===== config.mk =====
export PLATFORM = sky130hd
export DESIGN_NAME = oam_dma_ctrl_flat
export DESIGN_NICKNAME = d
export VERILOG_FILES = /design/src/rtl/oam_dma_ctrl_if.sv /design/src/rtl/oam_dma_ctrl.sv /design/src/flat_wrapper.sv
export SDC_FILE = /design/constraint.sdc
export NUM_CORES = 1
export LEC_CHECK = 0
export ABC_AREA = 1
export CAP_MARGIN = 30
export CORE_MARGIN = 2
export CORE_UTILIZATION = 45
export DETAILED_ROUTE_END_ITERATION = 8
export PLACE_DENSITY = 0.83
export SYNTH_ARGS = -nofsm -noshare
export SYNTH_HDL_FRONTEND = slang
export SYNTH_SLANG_ARGS = --single-unit

===== constraint.sdc =====
create_clock -name clk -period 3.5 [get_ports clk]
set_clock_uncertainty 0.05 [all_clocks]
set_input_delay 0.7 -clock clk [delete_from_list [all_inputs] [get_ports clk]]
set_output_delay 0.7 -clock clk [all_outputs]
set_load 0.01 [all_outputs]

===== src/rtl/oam_dma_ctrl_if.sv =====
// CPU-side and memory-side bus bundle around the OAM DMA sequencer; combinational wiring only.
// No flow control of its own: the DMA owner stalls the CPU through cpu_halt.
interface oam_dma_ctrl_if;
   logic [15:0] cpu_mem_addr;
   logic [7:0]  cpu_data_out;
   logic        cpu_write_en;
   logic        cpu_read_en;
   logic        cpu_halt;
   logic [15:0] mem_addr;
   logic [7:0]  mem_data_wr;
   logic        mem_write_en;
   logic        mem_read_en;
   logic [7:0]  mem_data_rd;
   logic        dma_busy;

   modport slave (
      input  cpu_mem_addr, cpu_data_out, cpu_write_en, cpu_read_en, mem_data_rd,
      output cpu_halt, mem_addr, mem_data_wr, mem_write_en, mem_read_en, dma_busy
   );

   modport master (
      output cpu_mem_addr, cpu_data_out, cpu_write_en, cpu_read_en, mem_data_rd,
      input  cpu_halt, mem_addr, mem_data_wr, mem_write_en, mem_read_en, dma_busy
   );
endinterface


===== src/rtl/oam_dma_ctrl.sv =====
// Sprite OAM DMA: copies one source page to the OAM data port, owning the shared bus meanwhile.
// Pass-through is combinational; a transfer stalls the CPU 1+2*XFER_LEN cycles (+1 on odd parity).
module oam_dma_ctrl #(
   parameter logic [15:0] DMA_REG_ADDR  = 16'h4014,
   parameter logic [15:0] OAM_DATA_ADDR = 16'h2004,
   parameter int          XFER_LEN      = 256
) (
   input  logic           clk,
   input  logic           rst,
   oam_dma_ctrl_if.slave  bus
);
   typedef enum logic [2:0] {
      S_IDLE  = 3'd0,
      S_HALT  = 3'd1,
      S_ALIGN = 3'd2,
      S_READ  = 3'd3,
      S_WRITE = 3'd4
   } state_t;

   localparam logic [7:0] LAST_IDX = 8'(XFER_LEN - 1);

   state_t     state;
   state_t     state_nxt;
   logic [7:0] idx;
   logic [7:0] page;
   logic       par;
   logic       trigger;

   // Only a write strobe starts a transfer; reads of the register are ignored.
   assign trigger = bus.cpu_write_en && (bus.cpu_mem_addr == DMA_REG_ADDR);

   always_ff @(posedge clk or negedge rst) begin
      if (!rst) begin
         state <= S_IDLE;
         idx   <= 8'd0;
         page  <= 8'd0;
         par   <= 1'b0;
      end else begin
         par   <= ~par;
         state <= state_nxt;
         case (state)
            S_IDLE: begin
               if (trigger) begin
                  page <= bus.cpu_data_out;
                  idx  <= 8'd0;
               end
            end
            S_WRITE: idx <= (idx == LAST_IDX) ? 8'd0 : idx + 8'd1;
            default: ;
         endcase
      end
   end

   always_comb begin
      state_nxt = state;
      case (state)
         S_IDLE:  if (trigger) state_nxt = S_HALT;
         S_HALT:  state_nxt = par ? S_ALIGN : S_READ;
         S_ALIGN: state_nxt = S_READ;
         S_READ:  state_nxt = S_WRITE;
         S_WRITE: state_nxt = (idx == LAST_IDX) ? S_IDLE : S_READ;
         default: state_nxt = S_IDLE;
      endcase
   end

   always_comb begin
      bus.mem_addr     = 16'h0000;
      bus.mem_data_wr  = 8'h00;
      bus.mem_write_en = 1'b0;
      bus.mem_read_en  = 1'b0;
      bus.cpu_halt     = (state != S_IDLE);
      bus.dma_busy     = (state != S_IDLE);
      case (state)
         S_IDLE: begin
            bus.mem_addr     = bus.cpu_mem_addr;
            bus.mem_data_wr  = bus.cpu_data_out;
            bus.mem_write_en = bus.cpu_write_en;
            bus.mem_read_en  = bus.cpu_read_en;
         end
         S_READ: begin
            bus.mem_addr    = {page, idx};
            bus.mem_read_en = 1'b1;
         end
         // Read data arrives one cycle after the READ address, i.e. now.
         S_WRITE: begin
            bus.mem_addr     = OAM_DATA_ADDR;
            bus.mem_data_wr  = bus.mem_data_rd;
            bus.mem_write_en = 1'b1;
         end
         default: ;
      endcase
   end
endmodule


===== src/flat_wrapper.sv =====
// flat-port wrapper written by rule: the top's interface ports become plain ports
module oam_dma_ctrl_flat 
#(
   parameter logic [15:0] DMA_REG_ADDR  = 16'h4014,
   parameter logic [15:0] OAM_DATA_ADDR = 16'h2004,
   parameter int          XFER_LEN      = 256
)
  (clk, rst, bus_cpu_mem_addr, bus_cpu_data_out, bus_cpu_write_en, bus_cpu_read_en, bus_mem_data_rd, bus_cpu_halt, bus_mem_addr, bus_mem_data_wr, bus_mem_write_en, bus_mem_read_en, bus_dma_busy);
  oam_dma_ctrl_if bus_i ();
  input  logic clk;
  input  logic rst;
  input wire logic [$bits(bus_i.cpu_mem_addr)-1:0] bus_cpu_mem_addr;
  input wire logic [$bits(bus_i.cpu_data_out)-1:0] bus_cpu_data_out;
  input wire logic [$bits(bus_i.cpu_write_en)-1:0] bus_cpu_write_en;
  input wire logic [$bits(bus_i.cpu_read_en)-1:0] bus_cpu_read_en;
  input wire logic [$bits(bus_i.mem_data_rd)-1:0] bus_mem_data_rd;
  output wire logic [$bits(bus_i.cpu_halt)-1:0] bus_cpu_halt;
  output wire logic [$bits(bus_i.mem_addr)-1:0] bus_mem_addr;
  output wire logic [$bits(bus_i.mem_data_wr)-1:0] bus_mem_data_wr;
  output wire logic [$bits(bus_i.mem_write_en)-1:0] bus_mem_write_en;
  output wire logic [$bits(bus_i.mem_read_en)-1:0] bus_mem_read_en;
  output wire logic [$bits(bus_i.dma_busy)-1:0] bus_dma_busy;
  assign bus_i.cpu_mem_addr = bus_cpu_mem_addr;
  assign bus_i.cpu_data_out = bus_cpu_data_out;
  assign bus_i.cpu_write_en = bus_cpu_write_en;
  assign bus_i.cpu_read_en = bus_cpu_read_en;
  assign bus_i.mem_data_rd = bus_mem_data_rd;
  assign bus_cpu_halt = bus_i.cpu_halt;
  assign bus_mem_addr = bus_i.mem_addr;
  assign bus_mem_data_wr = bus_i.mem_data_wr;
  assign bus_mem_write_en = bus_i.mem_write_en;
  assign bus_mem_read_en = bus_i.mem_read_en;
  assign bus_dma_busy = bus_i.dma_busy;
  oam_dma_ctrl #(.DMA_REG_ADDR(DMA_REG_ADDR), .OAM_DATA_ADDR(OAM_DATA_ADDR), .XFER_LEN(XFER_LEN)) u_core (.clk(clk), .rst(rst), .bus(bus_i));
endmodule

# After elaboration in Yosys (flattened, before gate mapping)
# Index checks and enable logic that the tools add are counted.
# Widths: inputs -> output; s select.
[word_totals]
in_bits = 36
reg_bits = 20
output_inout_bits = 28
wordCells = 30
mem_bits_rw = 0
romBits = 0
memories = 0
latchBits = 0
[classes]
n_bitwise = 1
n_addsub = 1
n_eq_ne = 7
n_div = 0
shifts = 0
magnitude_cmp = 0
n_mul = 0
reduce_logical = 6
n_mux = 11
[op_table]
columns = ["op", "n"]
rows = [
  ["$pmux 16 s3", 1],
  ["$pmux 8 s2", 2],
  ["$eq 16x15->1 const B", 1],
  ["$mux 8", 2],
  ["$pmux 3 s5", 1],
  ["$add 8x1->8 const B", 1],
  ["$eq 8x8->1 const B", 1],
  ["$eq 3x2->1 const B", 2],
  ["$pmux 1 s2", 2],
  ["$reduce_and 2->1", 2],
  ["$eq 3x1->1 const B", 1],
  ["$eq 3x3->1 const B", 1],
  ["$logic_not 3->1", 1],
  ["$mux 3", 1],
  ["$reduce_bool 3->1", 1],
  ["$mux 2", 1],
  ["$ne 2x1->1 const B", 1],
  ["$reduce_bool 2->1", 1],
  ["$logic_and 1x1->1", 1],
  ["$mux 1", 1],
  ["$not 1->1", 1],
]

# Logic depth before layout (Yosys ltp)
# Gate-level depths: netlist of the first run.
[depth]
ltp_word = 4
mapped_depth = 8
depth_no_buf = 8

# Least setup slack after synthesis of the first run
# No wires, ideal clock.
[synth_path]
path_type = "reg2out"
startpoint = "register u_core.state[1]"
endpoint = "output bus_mem_addr[4]"
path_stages_with_launch = 7
path_slack_ps = 1574
required_ps = 2750
n_path_buf = 1
arrival_ps = 1176
path_cell_list = "dfrtp_1 -> nor2_4 -> inv_2 -> nor2_8 -> inv_2 -> buf_2 -> o22ai_1"
[synth_via]
elab_chain_len = 2
elab_cells_between_ends = 4
classes_between = "eq/ne (2); mux (1); reduce/logical (1)"
[synth_rtl]
columns = ["item", "line", "text"]
rows = [
  ["from (decl)", "oam_dma_ctrl.sv:22", "state_t state;"],
  ["from (signal assigned)", "oam_dma_ctrl.sv:40", "state <= state_nxt;"],
  ["$eq 3x3->1 (tied with other cells)", "oam_dma_ctrl.sv:73", "case (state)"],
  ["$pmux 16 s3 (*)", "oam_dma_ctrl.sv:73", ""],
  ["to (decl)", "flat_wrapper.sv:18", "output wire logic [$bits(bus_i.mem_addr)-1:0] bus_mem_addr;"],
]
# Mark *: on every way between the ends. The rest lies on a longest branch, timed or not.

# Worst setup path in the final report of the first run
[layout_path]
startpoint = "register u_core.state[0]"
endpoint = "output bus_mem_data_wr[1]"
[layout_via]
elab_chain_len = 2
elab_cells_between_ends = 3
classes_between = "eq/ne (1); mux (1); reduce/logical (1)"
[layout_rtl]
columns = ["item", "line", "text"]
rows = [
  ["$eq 3x3->1 / $logic_not 3->1 (equally long branches)", "oam_dma_ctrl.sv:73", ""],
  ["$pmux 8 s2 (*)", "oam_dma_ctrl.sv:73", ""],
  ["to (decl)", "flat_wrapper.sv:19", "output wire logic [$bits(bus_i.mem_data_wr)-1:0] bus_mem_data_wr;"],
]
# Marked as above.

==> flow_metrics.env, run 1 <==
export IMPL_grt_remaining_overflow=0
export IMPL_achievable_frequency_mhz=332
export IMPL_worst_ep_arrival_time_ns=2.26
export IMPL_tritoncts="yes"
export IMPL_place_port_buffers=63
export IMPL_fp_dieW_um=60.0
export IMPL_filler_cell_count=270
export IMPL_criticalPathCategory="reg -> out"
export IMPL_floorplan_initialDensity_pct=46.6
export IMPL_maximum_number_of_pins_on_one_net_before_global_route_repair=25
export IMPL_die_h_um=60.0
export IMPL_num_antenna_cells=0
export IMPL_fp_coreArea_mm2=0.00303
export IMPL_final_cell_area_mm2=0.00205
export IMPL_relSlewSlack_pct=39.3
export IMPL_route_antenna_remaining_nets=0
export IMPL_drc_errors=0
export IMPL_ys_seq_area_share_pct=35.5
export IMPL_syn_cell_area_mm2=0.00141
export IMPL_routed_wire_length_um=3690
export IMPL_startpoint_type_of_the_worst_setup_path="flip-flop"
export IMPL_routabilityCongestion=0.764
export IMPL_final_setup_tns_ns=0
export IMPL_clk_latency_ns=0.31
export IMPL_cts_hold_buf=0
export IMPL_hold_violations=0
export IMPL_cts_setup_buffers=0
export IMPL_dr_first_iter_drc_count=38
export IMPL_area_growth_syn_to_layout_pct=45.4
export IMPL_antenna_found_initial=0
export IMPL_wire_length_of_the_first_global_routing_pass_um=5900
export IMPL_detailedRoute_firstPassIterationCount=4
export IMPL_route_vias_total=1426
export IMPL_timing_max_transition_violations_final=0
export IMPL_htree_num_levels=1
export IMPL_path_max_fanout=11
export IMPL_cts_repair_resize_count=0
export IMPL_pre_cts_ws_ns=0.825
export IMPL_fin_util_pct=67.7
export IMPL_placedInstanceArea_mm2=0.00203
export IMPL_timing_reg2reg_setup_slack_ns=1.75
export IMPL_ir_worst_vdd_mv=0.375
export IMPL_report_final_setup_viol=0
export IMPL_clockBufferDepth=2
export IMPL_final_setup_worst_slack_ns=0.489
export IMPL_clkTransAtPathRegs_ns=0.11
export IMPL_worst_pin_slew_ns=0.908
export IMPL_cp_end_kind="output pin"
export IMPL_synth_area_per_cell_um2=7.50
export IMPL_worst_hold_path_type="reg -> reg"
export IMPL_yosys_synthesis_warning_count=0
export IMPL_synthesis_stage_register_bit_count=20
export IMPL_period_needed_ns=3.01
export IMPL_synth_cell_types=24
export IMPL_drive_gt1_share_pct=13.8
export IMPL_crit_required_ns=2.75
export IMPL_power_density_relative_to_cell_area_mw_per_mm2=632
export IMPL_synth_fp_nets=225
export IMPL_nNetsFinal=285
export IMPL_postSynthCellCount=188
export IMPL_leakage_nw=0.945
export IMPL_rsz0062_at_grt="no"
export IMPL_dp_hpwl_um=2830
export IMPL_cts_inserted_buffers=3
export IMPL_result_of_the_run="finished clean"
export IMPL_boundaryPins=64
export IMPL_post_drt_via_cell_ratio=4.92
export IMPL_clkSinkCount=20
export IMPL_timing_final_crit_share_pct=86.0
export IMPL_core_rowCount=20
export IMPL_grt_pass1_vias=1281
export IMPL_global_route_usage_total_pct=22.2
export IMPL_drt_wirelength_per_cell_um=12.7
export IMPL_drv_max_cap_violation_count=0
export IMPL_clock_tree_root_cell="sky130_fd_sc_hd__clkbuf_4"
export IMPL_die_area_mm2=0.00360
synthesized netlist by cell type:
| master | n | share of area, % |
|---|---|---|
| sky130_fd_sc_hd__nor2_4 | 1 | 0.80 |
| sky130_fd_sc_hd__inv_1 | 20 | 5.3 |
| sky130_fd_sc_hd__o21ai_2 | 8 | 5.0 |
| sky130_fd_sc_hd__o22ai_1 | 1 | 0.44 |
| sky130_fd_sc_hd__nand3_1 | 11 | 3.9 |
| sky130_fd_sc_hd__buf_4 | 2 | 1.1 |
| sky130_fd_sc_hd__nand3_2 | 9 | 6.4 |
| sky130_fd_sc_hd__nand4_1 | 1 | 0.44 |
| sky130_fd_sc_hd__a22o_1 | 6 | 3.7 |
| sky130_fd_sc_hd__inv_2 | 5 | 1.3 |
| sky130_fd_sc_hd__buf_6 | 4 | 3.2 |
| sky130_fd_sc_hd__nor2_2 | 1 | 0.44 |
| sky130_fd_sc_hd__nor2_1 | 11 | 2.9 |
| sky130_fd_sc_hd__nand3b_1 | 1 | 0.53 |
| sky130_fd_sc_hd__o21ai_0 | 11 | 3.9 |
| sky130_fd_sc_hd__nand3_4 | 1 | 1.2 |
| sky130_fd_sc_hd__nand2_2 | 4 | 1.8 |
| sky130_fd_sc_hd__nor2_8 | 1 | 1.4 |
| sky130_fd_sc_hd__nand2_1 | 53 | 14 |
| sky130_fd_sc_hd__a21oi_1 | 4 | 1.4 |
| sky130_fd_sc_hd__dfrtp_1 | 20 | 35 |
| sky130_fd_sc_hd__ha_1 | 1 | 0.89 |
| sky130_fd_sc_hd__o21ai_1 | 9 | 3.2 |
| sky130_fd_sc_hd__buf_2 | 3 | 1.1 |
routing by layer:
layer	up-vias	part of all wire (%)	global-route usage [%]
met5	-	0	0
met4	0	1.5	8.25
met3	5	4.7	2.81
met2	46	49	36.0
met1	648	45	30.0
li1	727	-	-
layout by cell type, fill, tap and decap left out, types with 3 or more instances in the layout:
cell type	instances
sky130_fd_sc_hd__clkdlybuf4s50_1	63
sky130_fd_sc_hd__nand2_1	53
sky130_fd_sc_hd__inv_1	20
sky130_fd_sc_hd__dfrtp_1	20
sky130_fd_sc_hd__o21ai_0	11
sky130_fd_sc_hd__nor2_1	11
sky130_fd_sc_hd__nand3_1	11
sky130_fd_sc_hd__o21ai_1	9
sky130_fd_sc_hd__nand3_2	9
sky130_fd_sc_hd__o21ai_2	8
sky130_fd_sc_hd__a22o_1	6
sky130_fd_sc_hd__inv_2	5
sky130_fd_sc_hd__nand2_2	4
sky130_fd_sc_hd__a21oi_1	4
sky130_fd_sc_hd__clkbuf_4	3
per-stage QoR:
step	instances	hold slack, ns	total power (W)
2_1_floorplan	188	0.345	0.000825
3_3_place_gp	287	0.357	0.00118
3_5_place_dp	287	0.370	0.00119
4_1_cts	290	0.387	0.00130
5_1_grt	290	0.404	0.00140
6_report	290	0.380	0.00130
layout make-up:
cell class | count | area (um^2) | area share [%]
inverters | 25 | 93.8 | 4.58
well taps | 44 | 55.1 | 2.68
multi-input cells | 134 | 741 | 36.1
flip-flops and latches | 20 | 500 | 24.4
repair buffers | 64 | 638 | 31.1
clock buffers | 3 | 22.5 | 1.10
critical path: stages, from the launching register on:
cell and delay (ns):
sky130_fd_sc_hd__dfrtp_1 0.46, sky130_fd_sc_hd__nor2_4 0.17, sky130_fd_sc_hd__nand2_1 0.07, sky130_fd_sc_hd__buf_4 0.20, sky130_fd_sc_hd__inv_1 0.31, sky130_fd_sc_hd__nand2_1 0.09, sky130_fd_sc_hd__o21ai_1 0.09, sky130_fd_sc_hd__clkdlybuf4s50_1 0.55
cells by family (layout without fill, tap and decap cells):
group	after synthesis	after routing	synth area share (%)
buf+inv	34	92	12.0
flops	20	20	35.5
simple gates	94	94	34.0
compound gates	39	39	17.7
fa+ha+maj	1	1	0.887
sequential cells by signal, summed over array words and instances (netlist names):
| signal | count |
|---|---|
| u_core.page | 8 |
| u_core.idx | 8 |
| u_core.state | 3 |
| u_core.par | 1 |
worst paths after layout:
| path | startpoint | to | cells past startpoint |
|---|---|---|---|
| min | u_core.par$_DFF_PN0_ | u_core.par$_DFF_PN0_ | 1 |
| max in group asynchronous | rst | u_core.page[2]$_DFFE_PN0P_ | 1 |
| min in group asynchronous | rst | u_core.idx[2]$_DFFE_PN0P_ | 1 |
| min reg2reg | u_core.par$_DFF_PN0_ | u_core.par$_DFF_PN0_ | 1 |
| max reg2reg | u_core.state[0]$_DFFE_PN0P_ | u_core.state[0]$_DFFE_PN0P_ | 8 |
| max | u_core.state[0]$_DFFE_PN0P_ | bus_mem_data_wr[1] | 7 |
where the power goes:
group | internal [W] | total [W] | switching [W]
registers | 0.000293 | 0.000388 | 0.0000952
clock network | 0.0000403 | 0.000115 | 0.0000744
logic | 0.000396 | 0.000793 | 0.000396
No activity file was read; power rests on OpenSTA's default activity.
==> run 2: changes to the inputs <==
--- a/config.mk
+++ b/config.mk
@@ -6,6 +6,7 @@
 export NUM_CORES = 1
 export LEC_CHECK = 0
 export ABC_AREA = 1
+export ABC_CLOCK_PERIOD_IN_PS = 3500
 export CAP_MARGIN = 30
 export CORE_MARGIN = 2
 export CORE_UTILIZATION = 45
==> results of run 2 <==
The final DEF is identical to that of run 1; final timing and power are the same.
